## config.mk

```make
export PLATFORM = sky130hd
export DESIGN_NAME = flow_hash_gen
export DESIGN_NICKNAME = d
export VERILOG_FILES = /design/src/rtl/flow_hash_gen.sv
export SDC_FILE = /design/constraint.sdc
export NUM_CORES = 1
export LEC_CHECK = 0
export ABC_AREA = 1
export BUFFER_PORTS_ARGS = -buffer_cell sky130_fd_sc_hd__buf_2
export CORE_MARGIN = 2
export CORE_UTILIZATION = 50
export CTS_CLUSTER_SIZE = 40
export DETAILED_ROUTE_END_ITERATION = 16
export HOLD_SLACK_MARGIN = 0.06
export MAX_ROUTING_LAYER = met4
export PLACE_DENSITY_LB_ADDON = 0.25
export SLEW_MARGIN = 20
export SYNTH_ARGS = -nofsm -noshare
export SYNTH_HDL_FRONTEND = slang
export SYNTH_SLANG_ARGS = --single-unit
```

## constraint.sdc

```tcl
create_clock -name clk -period 15.9 [get_ports clk]
set_input_delay 3.975 -clock clk [delete_from_list [all_inputs] [get_ports clk]]
set_output_delay 3.975 -clock clk [all_outputs]
set_load 0.01 [all_outputs]
```

## src/rtl/flow_hash_gen.sv

```systemverilog
// flow_hash_gen: canonicalises a 96-bit flow key to the data direction and
// hashes it with two independent 32-bit CRCs (32 key bits per cycle), then
// hands {is_ack, tuple, index_0, index_1} to the Bloom-filter hash FIFO.
// index_1 is forced to differ from index_0 so the two filter probes never
// land on the same SRAM word.

module flow_hash_gen #(
  parameter int SRAM_ADDR_WIDTH = 19,
  parameter int TUPLE_WIDTH     = 96,
  parameter int CNT_WIDTH       = 32
) (
  input  logic                       clk,
  input  logic                       reset,       // async, active-low
  input  logic [TUPLE_WIDTH-1:0]     in_tuple,
  input  logic                       in_is_ack,
  input  logic                       in_vld,
  output logic                       in_rdy,
  output logic                       is_ack,
  output logic [TUPLE_WIDTH-1:0]     tuple,
  output logic [SRAM_ADDR_WIDTH-1:0] index_0,
  output logic [SRAM_ADDR_WIDTH-1:0] index_1,
  output logic                       out_wr,
  input  logic                       out_rdy,
  output logic [CNT_WIDTH-1:0]       num_hashed,
  output logic [CNT_WIDTH-1:0]       num_collide
);

  localparam logic [31:0] POLY_A   = 32'h04C1_1DB7;
  localparam logic [31:0] POLY_B   = 32'h1EDC_6F41;
  localparam logic [31:0] CRC_INIT = 32'hFFFF_FFFF;

  localparam logic [CNT_WIDTH-1:0]       CNT_ONE = {{(CNT_WIDTH-1){1'b0}}, 1'b1};
  localparam logic [SRAM_ADDR_WIDTH-1:0] IDX_ONE = {{(SRAM_ADDR_WIDTH-1){1'b0}}, 1'b1};

  typedef enum logic [2:0] {
    S_IDLE = 3'd0,
    S_H0   = 3'd1,
    S_H1   = 3'd2,
    S_H2   = 3'd3,
    S_OUT  = 3'd4
  } state_t;

  // One 32-bit-parallel CRC step, MSB of the data word first, no reflection.
  // The loop unrolls into a pure XOR network.
  function automatic logic [31:0] crc32_step(input logic [31:0] crc_in,
                                             input logic [31:0] data,
                                             input logic [31:0] poly);
    logic [31:0] crc;
    logic        fb;
    crc = crc_in;
    for (int i = 31; i >= 0; i--) begin
      fb  = crc[31] ^ data[i];
      crc = {crc[30:0], 1'b0} ^ (fb ? poly : 32'h0);
    end
    return crc;
  endfunction

  // State and datapath registers
  state_t                     r_state;
  state_t                     w_state_nxt;
  logic [TUPLE_WIDTH-1:0]     r_key;
  logic                       r_key_ack;
  logic [31:0]                r_crc_a;
  logic [31:0]                r_crc_b;
  logic                       r_is_ack;
  logic [TUPLE_WIDTH-1:0]     r_tuple;
  logic [SRAM_ADDR_WIDTH-1:0] r_index_0;
  logic [SRAM_ADDR_WIDTH-1:0] r_index_1;
  logic                       r_collide;
  logic [CNT_WIDTH-1:0]       r_num_hashed;
  logic [CNT_WIDTH-1:0]       r_num_collide;

  // Combinational signals
  logic                       w_in_rdy;
  logic                       w_out_wr;
  logic                       w_accept;
  logic [TUPLE_WIDTH-1:0]     w_canon_key;
  logic [31:0]                w_word;
  logic [31:0]                w_crc_a_nxt;
  logic [31:0]                w_crc_b_nxt;
  logic [SRAM_ADDR_WIDTH-1:0] w_index_0;
  logic [SRAM_ADDR_WIDTH-1:0] w_raw1;
  logic [SRAM_ADDR_WIDTH-1:0] w_index_1;
  logic                       w_collide;

  // An ACK travels the reverse direction: swap IPs and ports so both
  // directions of a flow hash to the same filter entries.
  assign w_canon_key = in_is_ack
                     ? {in_tuple[63:32], in_tuple[95:64], in_tuple[15:0], in_tuple[31:16]}
                     : in_tuple;

  assign w_accept = w_in_rdy & in_vld;

  // Select the key word hashed in the current H state.
  always_comb begin
    w_word = r_key[95:64];
    unique case (r_state)
      S_H1:    w_word = r_key[63:32];
      S_H2:    w_word = r_key[31:0];
      default: w_word = r_key[95:64];
    endcase
  end

  assign w_crc_a_nxt = crc32_step(r_crc_a, w_word, POLY_A);
  assign w_crc_b_nxt = crc32_step(r_crc_b, w_word, POLY_B);

  // Final indices are taken from the CRC values produced in H2.
  assign w_index_0 = ~w_crc_a_nxt[SRAM_ADDR_WIDTH-1:0];
  assign w_raw1    = ~w_crc_b_nxt[SRAM_ADDR_WIDTH-1:0];
  assign w_collide = (w_raw1 == w_index_0);
  assign w_index_1 = w_collide ? (w_raw1 ^ IDX_ONE) : w_raw1;

  // FSM state register.
  // NOTE: clocked blocks use non-blocking (<=) so every register samples
  // pre-edge values; blocking (=) here would create order-dependent races.
  always_ff @(posedge clk or negedge reset) begin
    if (!reset) r_state <= S_IDLE;
    else        r_state <= w_state_nxt;
  end

  // FSM next-state and handshake outputs.
  // NOTE: every output of this block gets a default first; a path that
  // leaves one unassigned would infer a latch.
  always_comb begin
    w_state_nxt = r_state;
    w_in_rdy    = 1'b0;
    w_out_wr    = 1'b0;
    unique case (r_state)
      S_IDLE: begin
        w_in_rdy = 1'b1;
        if (in_vld) w_state_nxt = S_H0;
      end
      S_H0: w_state_nxt = S_H1;
      S_H1: w_state_nxt = S_H2;
      S_H2: w_state_nxt = S_OUT;
      S_OUT: begin
        w_out_wr = out_rdy;
        if (out_rdy) w_state_nxt = S_IDLE;
      end
      default: w_state_nxt = S_IDLE;
    endcase
  end

  // Latch the canonical key and its ACK flag when a key is accepted.
  always_ff @(posedge clk or negedge reset) begin
    if (!reset) begin
      r_key     <= '0;
      r_key_ack <= 1'b0;
    end else if (w_accept) begin
      r_key     <= w_canon_key;
      r_key_ack <= in_is_ack;
    end
  end

  // CRC accumulators: seeded on accept, stepped once per H state.
  always_ff @(posedge clk or negedge reset) begin
    if (!reset) begin
      r_crc_a <= CRC_INIT;
      r_crc_b <= CRC_INIT;
    end else if (w_accept) begin
      r_crc_a <= CRC_INIT;
      r_crc_b <= CRC_INIT;
    end else if (r_state == S_H0 || r_state == S_H1 || r_state == S_H2) begin
      r_crc_a <= w_crc_a_nxt;
      r_crc_b <= w_crc_b_nxt;
    end
  end

  // Result registers: loaded on the H2->OUT edge, held through OUT.
  always_ff @(posedge clk or negedge reset) begin
    if (!reset) begin
      r_is_ack  <= 1'b0;
      r_tuple   <= '0;
      r_index_0 <= '0;
      r_index_1 <= '0;
      r_collide <= 1'b0;
    end else if (r_state == S_H2) begin
      r_is_ack  <= r_key_ack;
      r_tuple   <= r_key;
      r_index_0 <= w_index_0;
      r_index_1 <= w_index_1;
      r_collide <= w_collide;
    end
  end

  // Statistics: both counters move on the edge that ends the out_wr cycle.
  always_ff @(posedge clk or negedge reset) begin
    if (!reset) begin
      r_num_hashed  <= '0;
      r_num_collide <= '0;
    end else if (w_out_wr) begin
      r_num_hashed <= r_num_hashed + CNT_ONE;
      if (r_collide && (r_num_collide != '1)) r_num_collide <= r_num_collide + CNT_ONE;
    end
  end

  assign in_rdy      = w_in_rdy;
  assign out_wr      = w_out_wr;
  assign is_ack      = r_is_ack;
  assign tuple       = r_tuple;
  assign index_0     = r_index_0;
  assign index_1     = r_index_1;
  assign num_hashed  = r_num_hashed;
  assign num_collide = r_num_collide;

endmodule

```

==> impl_metrics.json <==
{
  "final_cell_mix": "1152 x nand2_1, 378 x inv_1, 345 x xor2_1",
  "postCtsSetupBuffers": 0,
  "vias": 24270,
  "clk_latency_ns": 0.60,
  "crit_fanout": 77,
  "synth_xor_area_share_pct": 17.56,
  "synth_simple_gate_area_share_pct": 30.42,
  "fin_crit_ns": 9.193,
  "die_w_um": 233.2,
  "grt_util_all_layers_pct": 33.31,
  "synth_warnings": 0,
  "cap_violations": 0,
  "cts_root_buf": "clkbuf_16",
  "cts_resized": 0,
  "hp-class": "flip-flop to flip-flop",
  "syn-cell-area_mm2": 0.02626,
  "clk_pin_slew_worst_paths_ns": 0.06,
  "cts.sinks": 364,
  "grt_pass1_vias": 22460,
  "hold_violations": 0,
  "yosysUniqueCellTypes": 55,
  "cts_buffers": 42,
  "setup.worst_path.end_class": "flip-flop",
  "syn_nets": 3670,
  "nets": 3918,
  "multi_input_area_mm2": 0.01496,
  "synth-compound-area-share_pct": 8.849,
  "fmax_mhz": 108.8,
  "synth_fa_ha_area_share_pct": 0.09530,
  "drive_gt1_share_pct": 18.04,
  "die_area_mm2": 0.05436,
  "gp_congestion": 1.042,
  "startpoint_type": "flip-flop",
  "cts_tree": "done",
  "regToRegSetupSlack_ns": 6.71,
  "synthToLayoutAreaGrowth_pct": 12.71,
  "post_drt_wl_per_cell_um": 19.43,
  "grt_pass1_wl_um": 132700,
  "final.setup.tns_ns": 0,
  "dpl.hpwl_um": 68040,
  "synth_seq_cells": 364,
  "start_util_pct": 50.87,
  "synthCells": 3567,
  "n_fill_cell": 4900,
  "num_rows": 83,
  "finalMaxSlewViolations": 0,
  "drc": 0,
  "grt_start_max_net_pins": 125,
  "hold_path.startpoint": "num_hashed[31]$_DFFE_PN0P_",
  "min_delay_path_depth": 1,
  "antenna_found_initial": 5,
  "drt_first_pass_iters": 7,
  "htree_levels": 2,
  "cpMostUsedCell": "nand2_1",
  "critPathRequiredTime_ns": 16.34,
  "utilization_pct": 57.34,
  "rsz0062_at_grt": "false",
  "antenna_left": 0,
  "port_buffers": 301,
  "via_per_inst": 5.353,
  "drt_wl_total_um": 88080,
  "clock_path_buffers": 3,
  "synthMuxAreaShare_pct": 0,
  "hold-path-endpoint": "num_hashed[31]$_DFFE_PN0P_",
  "dp_slack_ns": 6.840,
  "yosys-top-cells-area": "dfrtp_1 29%, nand2_1 16%, xor2_1 12%, dfstp_2 6.4%, nand3_1 5.7%",
  "final.setup_skew_ns": 0.05875,
  "reg2reg_from": "r_state[1]$_DFFE_PN0P_",
  "crit_path_top_delay_cell": "dfrtp_1",
  "io_pins": 302,
  "path_class": "flip-flop to flip-flop",
  "cp_data_arrival_time_ns": 9.64,
  "yosysTopAreaCell": "dfrtp_1",
  "ys_seq_area_share_pct": 34.99,
  "overflow": 0,
  "fin_crit_sh_pct": 57.82,
  "r2r_cells": 46,
  "setup_slack_ns": 6.707,
  "hold_buffers": 0,
  "drtIter0Drc": 2143,
  "synth_top_family_by_area": "simple AND/OR/NAND/NOR gates",
  "final_common_cell": "nand2_1",
  "setup_viol": 0,
  "critical-path-max-stage-delay_ns": 0.82,
  "core-area_mm2": 0.05161,
  "netlist.area_leader.share_pct": 28.59,
  "outcome": "finished clean",
  "worst_slew_pin_slew_ns": 1.133,
  "die_h_um": 233.2,
  "r2r_end": "index_1[0]$_DFFE_PN0N_",
  "avgSynthCellArea_um2": 7.361,
  "seq_area_mm2": 0.009189,
  "relSlewSlack_pct": 24.47
}
## state kept, by name, summed over array words and instances, names as in the netlist
name / cells
num_collide: 32
index_1: 19
r_crc_b: 32
r_key_ack: 1
tuple: 96
r_state: 3
r_key: 96
r_collide: 1
is_ack: 1
index_0: 19
num_hashed: 32
r_crc_a: 32
## per-layer routing
layer / GRT usage, % / share of wire [%] / wire length (um) / vias to the layer above
met5: - / 0 / 0 / -
met4: 13.75 / 4.3 / 3814 / 0
met3: 6.177 / 7.9 / 6989 / 183
met2: 50.21 / 45 / 39620 / 926
met1: 44.11 / 43 / 37650 / 11380
li1: - / - / - / 11780
## through the flow
step	instance area (um2)	instances	hold slack [ns]
finish	29600	4533	0.4655
global route	29590	4532	0.4767
CTS	29580	4528	0.4691
detailed placement	28180	4451	0.4548
global placement	28180	4451	0.4522
floorplan	26260	3567	0.4492
## critical path: cells and delay by family (launching register included)
family	cells	cell delay, ns
and+or+nand+nor	42	7.21
DFF	1	0.82
buffers and inverters	4	0.96
## final cells by class
class / instances / area share [%]
multi-input cells: 2678 / 50.54
flip-flops and latches: 364 / 31.05
repair buffers: 316 / 5.513
inverters: 413 / 5.263
clock buffers: 64 / 4.206
well taps: 680 / 2.875
clock inverters: 13 / 0.5158
diodes: 5 / 0.04228
## logic make-up (layout without fill, tap and decap cells)
group / Yosys count / count (layout)
other: 0 / 5
adders and majority gates: 2 / 2
xor gates and xnor gates: 484 / 484
AOI/OAI and AO/OA: 420 / 420
buffers and inverters: 525 / 806
and+or+nand+nor: 1772 / 1772
DFF: 364 / 364
## synthesized netlist by cell type, drive strengths merged
cell	instances
o22ai	38
nand2b	1
o21bai	2
nand4	32
inv	409
a31o	1
nand3	339
and2	1
nor3b	1
o32ai	1
buf	34
or4	1
a31oi	9
a32oi	1
dfrtp	300
dfstp	64
o211ai	35
xnor2	111
clkbuf	78
xor2	371
clkinv	4
nor3	16
or2	7
xnor3	2
nand2	1274
nand3b	7
and3	1
a22oi	12
ha	2
o21ai	277
a21o	1
o31ai	6
a21oi	37
nor4	8
nor2	84
## worst max path at each step
stage / from / endpoint / slack [ns] / depth (start not counted)
6_report: r_state[1]$_DFFE_PN0P_ / index_1[0]$_DFFE_PN0N_ / 6.71 / 46
5_1_grt: r_state[1]$_DFFE_PN0P_ / index_1[0]$_DFFE_PN0N_ / 6.02 / 42
4_1_cts: out_rdy / out_wr / 6.80 / 4
3_5_place_dp: out_rdy / out_wr / 6.84 / 4
3_3_place_gp: out_rdy / out_wr / 6.84 / 4
2_1_floorplan: out_rdy / out_wr / 7.30 / 2
Power is not shown: default switching activity piles up to over one toggle a cycle in this logic, so the estimate is an artifact.
